### src/rtl/approx_mul_pkg.sv
// Shared definitions for the approximate sequential multiplier:
// controller state encoding and shift-count width derivation.
package approx_mul_pkg;

    typedef enum logic [2:0] {
        ST_IDLE   = 3'd0,
        ST_NORM   = 3'd1,
        ST_MUL    = 3'd2,
        ST_DENORM = 3'd3,
        ST_DONE   = 3'd4
    } state_e;

    // Ceiling log2 usable in constant expressions.
    function automatic int clog2(input int v);
        int r;
        r = 0;
        for (int i = 0; i < 31; i++) begin
            if ((1 << i) < v) r = i + 1;
        end
        return r;
    endfunction

    // Width of one leading-zero shift count (holds 0..N).
    function automatic int shift_w(input int n);
        return clog2(n) + 1;
    endfunction

endpackage

### src/rtl/approx_seq_multiplier_shift_add_core.sv
// Iterative shift-add multiplier core. Multiplies an m_len-bit ta by an
// m_len-bit tb (both right-aligned) in m_len cycles after a load pulse.
// Registers are sized for the full N-bit case.
module shift_add_core
    import approx_mul_pkg::*;
#(
    parameter int N = 16,
    localparam int SW = shift_w(N),
    localparam int PW = 2 * N
) (
    input  logic          clk_i,
    input  logic          rst_ni,
    input  logic          load_i,
    input  logic [SW-1:0] m_len_i,
    input  logic [N-1:0]  ta_i,
    input  logic [N-1:0]  tb_i,
    output logic [PW-1:0] p_o,
    output logic          last_o
);

    logic [N:0]    acc_q;
    logic [N-1:0]  mq_q;
    logic [N-1:0]  ta_q;
    logic [SW-1:0] cnt_q;
    logic [SW-1:0] gap_q;
    logic          run_q;
    logic [N:0]    sum;
    logic [PW:0]   pair;

    // Conditional add of the multiplicand; the carry lands in acc's top bit.
    assign sum    = acc_q + (mq_q[0] ? {1'b0, ta_q} : '0);
    assign pair   = {acc_q, mq_q};
    // Low product bits enter mq at its top, so with m_len < N the
    // result sits N-m_len positions too high in the pair.
    assign p_o    = PW'(pair >> gap_q);
    assign last_o = run_q && (cnt_q == '0);

    // Load operands, then run one shift-add step per cycle until the count expires.
    always_ff @(posedge clk_i or negedge rst_ni) begin
        if (!rst_ni) begin
            acc_q <= '0;
            mq_q  <= '0;
            ta_q  <= '0;
            cnt_q <= '0;
            gap_q <= '0;
            run_q <= 1'b0;
        end else if (load_i) begin
            acc_q <= '0;
            mq_q  <= tb_i;
            ta_q  <= ta_i;
            cnt_q <= m_len_i - SW'(1);
            gap_q <= SW'(N) - m_len_i;
            run_q <= 1'b1;
        end else if (run_q) begin
            acc_q <= {1'b0, sum[N:1]};
            mq_q  <= {sum[0], mq_q[N-1:1]};
            cnt_q <= cnt_q - SW'(1);
            if (cnt_q == '0) run_q <= 1'b0;
        end
    end

endmodule

### src/rtl/approx_seq_multiplier.sv
// Sequential multiplier with leading-one normalisation. Approximate mode
// multiplies only the top K bits of each normalised operand; exact mode
// uses all N bits. Result is denormalised back to a 2N-bit product.
module approx_seq_multiplier
    import approx_mul_pkg::*;
#(
    parameter int N = 16,
    parameter int K = 8
) (
    input  logic           clk_i,
    input  logic           rst_ni,
    input  logic           start_i,
    input  logic           exact_i,
    input  logic [N-1:0]   a_i,
    input  logic [N-1:0]   b_i,
    output logic           busy_o,
    output logic           done_o,
    output logic [2*N-1:0] product_o
);

    localparam int SW   = shift_w(N);
    localparam int SH_W = SW + 1;

    state_e         state_q;
    logic [N-1:0]   ra_q, rb_q;
    logic           mode_q;
    logic [SW-1:0]  sa_q, sb_q;
    logic           busy_q, done_q;
    logic [2*N-1:0] product_q;

    logic [SW-1:0]  m_len;
    logic [N-1:0]   ta, tb;
    logic           load;
    logic           core_last;
    logic [2*N-1:0] core_p;
    logic [SH_W-1:0] up_sh, dn_sh;
    logic [2*N-1:0] denorm;

    assign m_len  = mode_q ? SW'(N) : SW'(K);
    assign ta     = ra_q >> (SW'(N) - m_len);
    assign tb     = rb_q >> (SW'(N) - m_len);
    assign load   = (state_q == ST_NORM) && ra_q[N-1] && rb_q[N-1];
    // Re-align the 2M-bit product to 2N bits, then undo both normalisation shifts.
    assign up_sh  = SH_W'(2 * N) - {m_len, 1'b0};
    assign dn_sh  = {1'b0, sa_q} + {1'b0, sb_q};
    assign denorm = (core_p << up_sh) >> dn_sh;

    assign busy_o    = busy_q;
    assign done_o    = done_q;
    assign product_o = product_q;

    shift_add_core #(.N(N)) u_core (
        .clk_i  (clk_i),
        .rst_ni (rst_ni),
        .load_i (load),
        .m_len_i(m_len),
        .ta_i   (ta),
        .tb_i   (tb),
        .p_o    (core_p),
        .last_o (core_last)
    );

    // Controller FSM with registered busy/done/product.
    always_ff @(posedge clk_i or negedge rst_ni) begin
        if (!rst_ni) begin
            state_q   <= ST_IDLE;
            ra_q      <= '0;
            rb_q      <= '0;
            mode_q    <= 1'b0;
            sa_q      <= '0;
            sb_q      <= '0;
            busy_q    <= 1'b0;
            done_q    <= 1'b0;
            product_q <= '0;
        end else begin
            case (state_q)
                ST_IDLE: begin
                    done_q <= 1'b0;
                    if (start_i) begin
                        ra_q   <= a_i;
                        rb_q   <= b_i;
                        mode_q <= exact_i;
                        sa_q   <= '0;
                        sb_q   <= '0;
                        busy_q <= 1'b1;
                        if (a_i == '0 || b_i == '0) begin
                            product_q <= '0;
                            done_q    <= 1'b1;
                            state_q   <= ST_DONE;
                        end else begin
                            state_q <= ST_NORM;
                        end
                    end
                end
                ST_NORM: begin
                    if (load) begin
                        state_q <= ST_MUL;
                    end else begin
                        if (!ra_q[N-1]) begin
                            ra_q <= {ra_q[N-2:0], 1'b0};
                            sa_q <= sa_q + SW'(1);
                        end
                        if (!rb_q[N-1]) begin
                            rb_q <= {rb_q[N-2:0], 1'b0};
                            sb_q <= sb_q + SW'(1);
                        end
                    end
                end
                ST_MUL: begin
                    if (core_last) state_q <= ST_DENORM;
                end
                ST_DENORM: begin
                    product_q <= denorm;
                    done_q    <= 1'b1;
                    state_q   <= ST_DONE;
                end
                ST_DONE: begin
                    done_q  <= 1'b0;
                    busy_q  <= 1'b0;
                    state_q <= ST_IDLE;
                end
                default: begin
                    done_q  <= 1'b0;
                    busy_q  <= 1'b0;
                    state_q <= ST_IDLE;
                end
            endcase
        end
    end

endmodule

### config.mk
export PLATFORM = sky130hd
export DESIGN_NAME = approx_seq_multiplier
export DESIGN_NICKNAME = d
export VERILOG_FILES = /design/src/rtl/approx_mul_pkg.sv /design/src/rtl/approx_seq_multiplier_shift_add_core.sv /design/src/rtl/approx_seq_multiplier.sv
export SDC_FILE = /design/constraint.sdc
export NUM_CORES = 1
export LEC_CHECK = 0
export BUFFER_PORTS_ARGS = -buffer_cell sky130_fd_sc_hd__buf_2
export CAP_MARGIN = 20
export CORE_MARGIN = 8
export CORE_UTILIZATION = 40
export CTS_BUF_LIST = sky130_fd_sc_hd__clkbuf_8
export DETAILED_ROUTE_END_ITERATION = 8
export PLACE_DENSITY = 0.68
export SYNTH_ARGS = -nofsm -noshare
export SYNTH_HDL_FRONTEND = slang
export SYNTH_HIERARCHICAL = 1
export SYNTH_SLANG_ARGS = --single-unit
### constraint.sdc
create_clock -name clk_i -period 7 [get_ports clk_i]
set_clock_uncertainty 0.1 [all_clocks]
set_input_delay 1.05 -clock clk_i [delete_from_list [all_inputs] [get_ports clk_i]]
set_output_delay 1.05 -clock clk_i [all_outputs]
set_load 0.02 [all_outputs]
# Word level (Yosys, flattened, before mapping)
# Cells that the tools add are included.
dict set report totals {
  ff_bits 140
  input_bits 36
  output_inout_bits 34
}
dict set report classes {
  n_addsub 8
  eq_ne 10
  shift 5
  n_mux 39
  n_bitwise 1
  n_reduce_logical 20
}
# cell n
set op_table {}
lappend op_table {{$mux 16} 9}
lappend op_table {{$mux 32} 2}
lappend op_table {{$pmux 16 s2} 2}
lappend op_table {{$pmux 32 s2} 1}
lappend op_table {{$mux 5} 8}
lappend op_table {{$mux 17} 2}
lappend op_table {{$shr 33x5->32} 1}
lappend op_table {{$logic_not 16->1} 2}
lappend op_table {{$shl 32x6->32} 1}
lappend op_table {{$shr 16x5->16} 2}
lappend op_table {{$shr 32x6->32} 1}
lappend op_table {{$pmux 5 s2} 2}
lappend op_table {{$add 17x17->17} 1}
lappend op_table {{$ne 2x2->1 const B} 7}
lappend op_table {{$mux 3} 4}
lappend op_table {{$pmux 3 s4} 1}
lappend op_table {{$add 5x1->5 const B} 2}
lappend op_table {{$sub 5x1->5 const B} 2}
lappend op_table {{$reduce_and 3->1} 3}
lappend op_table {{$reduce_and 4->1} 2}
lappend op_table {{$add 5x5->6} 1}
lappend op_table {{$eq 3x2->1 const B} 2}
lappend op_table {{$mux 1} 6}
lappend op_table {{$reduce_bool 2->1} 3}
lappend op_table {{other kinds (13)} 16}

# Longest topological paths before layout
dict set report logic_depth {
  word_depth 5
  ltp_mapped 14
}

# Modules after synthesis
# Netlist, hierarchy kept.
# module instances cells_each area_each_um2 seq_area_each_um2
set modules_own_cells {}
lappend modules_own_cells {approx_seq_multiplier 1 642 5895.7 2001.9}
lappend modules_own_cells {shift_add_core 1 548 5146.2 1476.4}

# Worst setup path before layout
# Ideal clock, no wire load.
dict set report synth_path {
  kind {reg2reg}
  start {register u_core.gap_q[0]}
  end {register product_q[3] (netlist: product_o[3])}
  setup_ns 0.126
  t_arrival_ns 3.323
  required_ns 6.774
  slack_ns 3.451
  stages_incl_launch_ff 13
  n_path_buf 2
  period_less_slack_ns 3.549
  cell_sequence {dfrtp_1 buf_6 buf_4 mux4_2 mux2_2 o211ai_1 o21ai_0 mux2_2 mux2_2 mux4_2 mux2_2 a32oi_1 o21ai_1}
}
dict set report synth_via {
  elab_chain_cells 4
}
# item line
set synth_lines {}
lappend synth_lines {{start: declaration} approx_seq_multiplier_shift_add_core.sv:25} ;# logic [SW-1:0] gap_q;
lappend synth_lines {{start signal: assignment} approx_seq_multiplier_shift_add_core.sv:52} ;# gap_q <= SW'(N) - m_len_i;
lappend synth_lines {{$shr 33x5->32} approx_seq_multiplier_shift_add_core.sv:35} ;# assign p_o = PW'(pair >> gap_q);
lappend synth_lines {{net core_p[5]} approx_seq_multiplier.sv:35} ;# logic [2*N-1:0] core_p;
lappend synth_lines {{$shl 32x6->32} approx_seq_multiplier.sv:46} ;# assign denorm = (core_p << up_sh) >> dn_sh;
lappend synth_lines {{$shr 32x6->32} approx_seq_multiplier.sv:46}
lappend synth_lines {{$pmux 32 s2} approx_seq_multiplier.sv:76} ;# case (state_q)
lappend synth_lines {{end signal: assignment} approx_seq_multiplier.sv:113} ;# product_q <= denorm;
lappend synth_lines {{end: declaration} approx_seq_multiplier.sv:29} ;# logic [2*N-1:0] product_q;
# The timed path passes the listed nets, and every way through them passes these cells.
# A chain may end at the register's enable or synchronous reset.

# Worst setup path after layout
# Same ends and word-level chain as after synthesis.

==> metrics.yaml <==
synth_largest_type_area_fraction_pct: 31.5
cp.required_ns: 7.25
standard_cell_core_area_sq_mm: 0.0275
number_of_unique_standard_cell_types_used_by_synthesis: 73
critPathKind: "flip-flop to flip-flop"
first_global_vias: 9046
slew-limit-headroom_pct: 33.7
hold_path.class: "flip-flop to flip-flop"
fin_nets: 1274
antennaDiodeCount: 0
place_congestion: 0.926
grt_max_degree: 80
clock_sink_count: 139
vias_per_cell: 5.96
hpwl_reported_at_the_end_of_detailed_placement_um: 20900
routed_wire_length_per_instance_um: 18.4
tritoncts: "done"
grt_antenna_before_repair: 0
critical_path_buf_inv_count: 1
layout_min_cycle_time_ns: 4.36
setup_viol_count_final: 0
synthMostInstantiatedCell: "sky130_fd_sc_hd__nand2_1"
globalRouteOverflowTotal: 0
cts-resized-gates: 0
finalWirelength_um: 28900
start_kind: "flip-flop"
cts_root_buffer: "sky130_fd_sc_hd__clkbuf_8"
path_cells: "mux4_1, mux4_2, inv_1, o22ai_1, mux2_2, mux2_2, mux4_2, mux2_2, a32oi_1, o21ai_1"
clk_latency_ns: 0.47
worst_ep_arrival_time_ns: 4.62
critPathCaptureType: "flip-flop"
die_w_um: 182
status: "complete, no violations"
area_leader_netlist: "sky130_fd_sc_hd__dfrtp_1"
cpPeakStageDelay_ns: 0.97
cts_setup_buffers: 0
netlist_top_cells_count: "154 x sky130_fd_sc_hd__nand2_1, 139 x sky130_fd_sc_hd__dfrtp_1, 75 x sky130_fd_sc_hd__o21ai_0"
leakagePower_nw: 5.18
die_area_sq_mm: 0.0332
max-clock-path-buffers: 2
max_cap_viol_count: 0
rows: 61
numPortBuffers: 69
slowest_stage: "sky130_fd_sc_hd__dfrtp_2"
ys_warn_count: 6
critical-path-top-cell-by-count: "sky130_fd_sc_hd__mux2_2"
synth-seq-area-share_pct: 31.5
growth_of_design_area_from_synthesis_to_finish_pct: 9.03
detail_route.first_pass.iterations: 5
final_antenna_net_count: 0
worst-path-max-fanout: 36
grt_first_pass_wirelength_um: 48500
ys_seq_elements: 139
delay_heaviest_family_cp: "multiplexers"
syn_avg_cell_area_sq_um: 9.28
worst_pin_slew_ns: 0.994
tritoncts.num_buffers: 17
setup_tns_ns: 0
yosys_most_used_dff: "sky130_fd_sc_hd__dfrtp_1"
whs_path_depth: 2
timing.fmax_ghz: 0.229
clkSlewWorstSetupHoldPaths_ns: 0.09
dr_total_vias: 9354
io_pins: 70
htree_levels: 4
timing.final.ws_setup_ns: 2.64
post_cts_hold_buffer_count: 0
power_per_cell_area_mw_per_mm2: 523
reg2reg_depth: 10
synth_edf_count: 0
peak_vdd_ir_v: 0.000217
start_util_pct: 40.2
post_synth_instance_area_sq_mm: 0.0110
postSynth.asyncResetShare_pct: 100
critical_path_depth: 10
detailedRoute.firstIterationViolations: 903
nFillCells: 2703
pre_cts_ws_ns: 2.66
finalHoldViolations: 0
final.period_utilization_pct: 62.3
fin_util_pct: 43.8
drt_drc_violations_left: 0
synth_area_leaders: "sky130_fd_sc_hd__dfrtp_1 32%, sky130_fd_sc_hd__mux4_2 9.4%, sky130_fd_sc_hd__mux2_2 7.1%"
globalRouteTotalUtil_pct: 17.6
rsz_0062_raised_after_global_routing: "false"
post_route_cells_drive_above_1_share_pct: 20.3
floorplan.die.height_um: 182
synthCells: 1190
report.final.slew_viol_count: 0
placed cells by master (no fill, tap or decap), types with 28 or more instances in the layout:
master | synthesis | final
sky130_fd_sc_hd__buf_2 | 16 | 68
sky130_fd_sc_hd__mux2i_1 | 74 | 74
sky130_fd_sc_hd__o21ai_0 | 75 | 75
sky130_fd_sc_hd__and2_1 | 38 | 38
sky130_fd_sc_hd__nand3_1 | 28 | 28
sky130_fd_sc_hd__mux4_2 | 46 | 46
sky130_fd_sc_hd__mux2_2 | 70 | 70
sky130_fd_sc_hd__nor2_1 | 71 | 71
sky130_fd_sc_hd__a21oi_1 | 53 | 53
sky130_fd_sc_hd__nand2_1 | 154 | 154
sky130_fd_sc_hd__dfrtp_1 | 139 | 137
sky130_fd_sc_hd__inv_1 | 29 | 28
where the power goes:
group	switching, mW	internal, mW
combinational	2.24	1.72
sequential	0.432	1.13
clock	0.390	0.374
total	3.07	3.23
registers in the layout (all words and copies together) (netlist names):
name	flops
product_o	32
ra_q	16
rb_q	16
u_core/acc_q	16
u_core/mq_q	16
u_core/ta_q	16
sa_q	5
sb_q	5
u_core/cnt_q	5
u_core/gap_q	5
state_q	3
busy_o	1
done_o	1
mode_q	1
u_core/run_q	1
kinds of logic (layout without fill, tap and decap cells):
family	count (synthesis)	after routing	synth area share, %
AND/OR/NAND/NOR	396	396	17.1
AO/OA/AOI/OAI	292	292	17.5
multiplexers	194	194	24.2
flip-flops	139	139	31.5
buffers and inverters	123	148	4.95
adder cells (fa/ha/maj)	27	27	3.20
XOR/XNOR	18	18	1.50
other	1	10	0.0340
path summary, 6_finish.rpt:
| kind | start | end | slack (ns) |
|---|---|---|---|
| hold / removal | product_o[24] | product_o[24] | 0.38 |
| min in group asynchronous | rst_ni | product_o[4] | 0.51 |
| max in group asynchronous | rst_ni | u_core/gap_q[0] | 4.92 |
| setup reg to reg | u_core/gap_q[0] | product_o[3] | 2.64 |
| hold reg to reg | product_o[24] | product_o[24] | 0.38 |
| setup / recovery | u_core/gap_q[0] | product_o[3] | 2.64 |
worst reg2reg max path, cell delays in order, from the launching register on:
cell and delay, ns:
sky130_fd_sc_hd__dfrtp_2 0.97, sky130_fd_sc_hd__mux4_1 0.76, sky130_fd_sc_hd__mux4_2 0.52, sky130_fd_sc_hd__inv_1 0.08, sky130_fd_sc_hd__o22ai_1 0.14, sky130_fd_sc_hd__mux2_2 0.32
sky130_fd_sc_hd__mux2_2 0.29, sky130_fd_sc_hd__mux4_2 0.51, sky130_fd_sc_hd__mux2_2 0.29, sky130_fd_sc_hd__a32oi_1 0.19, sky130_fd_sc_hd__o21ai_1 0.09
per-stage QoR:
stage          instances  power [mW]  hold WS, ns  area [sq um]
6_report            1570        6.29        0.376         12000
5_1_grt             1570        6.75        0.396         12000
4_1_cts             1570        6.27        0.381         12000
3_5_place_dp        1538        5.49        0.361         11600
3_3_place_gp        1538        5.42        0.361         11600
2_1_floorplan       1199        4.57        0.358         11100
layer usage:
metal  part of all wire [%]  vias up  track usage, %
li1                       -     4451               -
met1                     46     4545            24.5
met2                     45      315            27.1
met3                    5.5       43            2.96
met4                    2.9        0            6.85
met5                      0        -               0
layout make-up:
| class | instances | area [sq um] | share of cell area [%] |
|---|---|---|---|
| Tap cell | 346 | 433 | 3.60 |
| Sequential cell | 139 | 3480 | 28.9 |
| Multi-Input combinational cell | 937 | 7080 | 58.8 |
| Inverter | 30 | 113 | 0.935 |
| Clock buffer | 17 | 234 | 1.94 |
| Timing Repair Buffer | 86 | 479 | 3.98 |
| Clock inverter | 15 | 223 | 1.85 |
(Power assumes the default switching activity.)
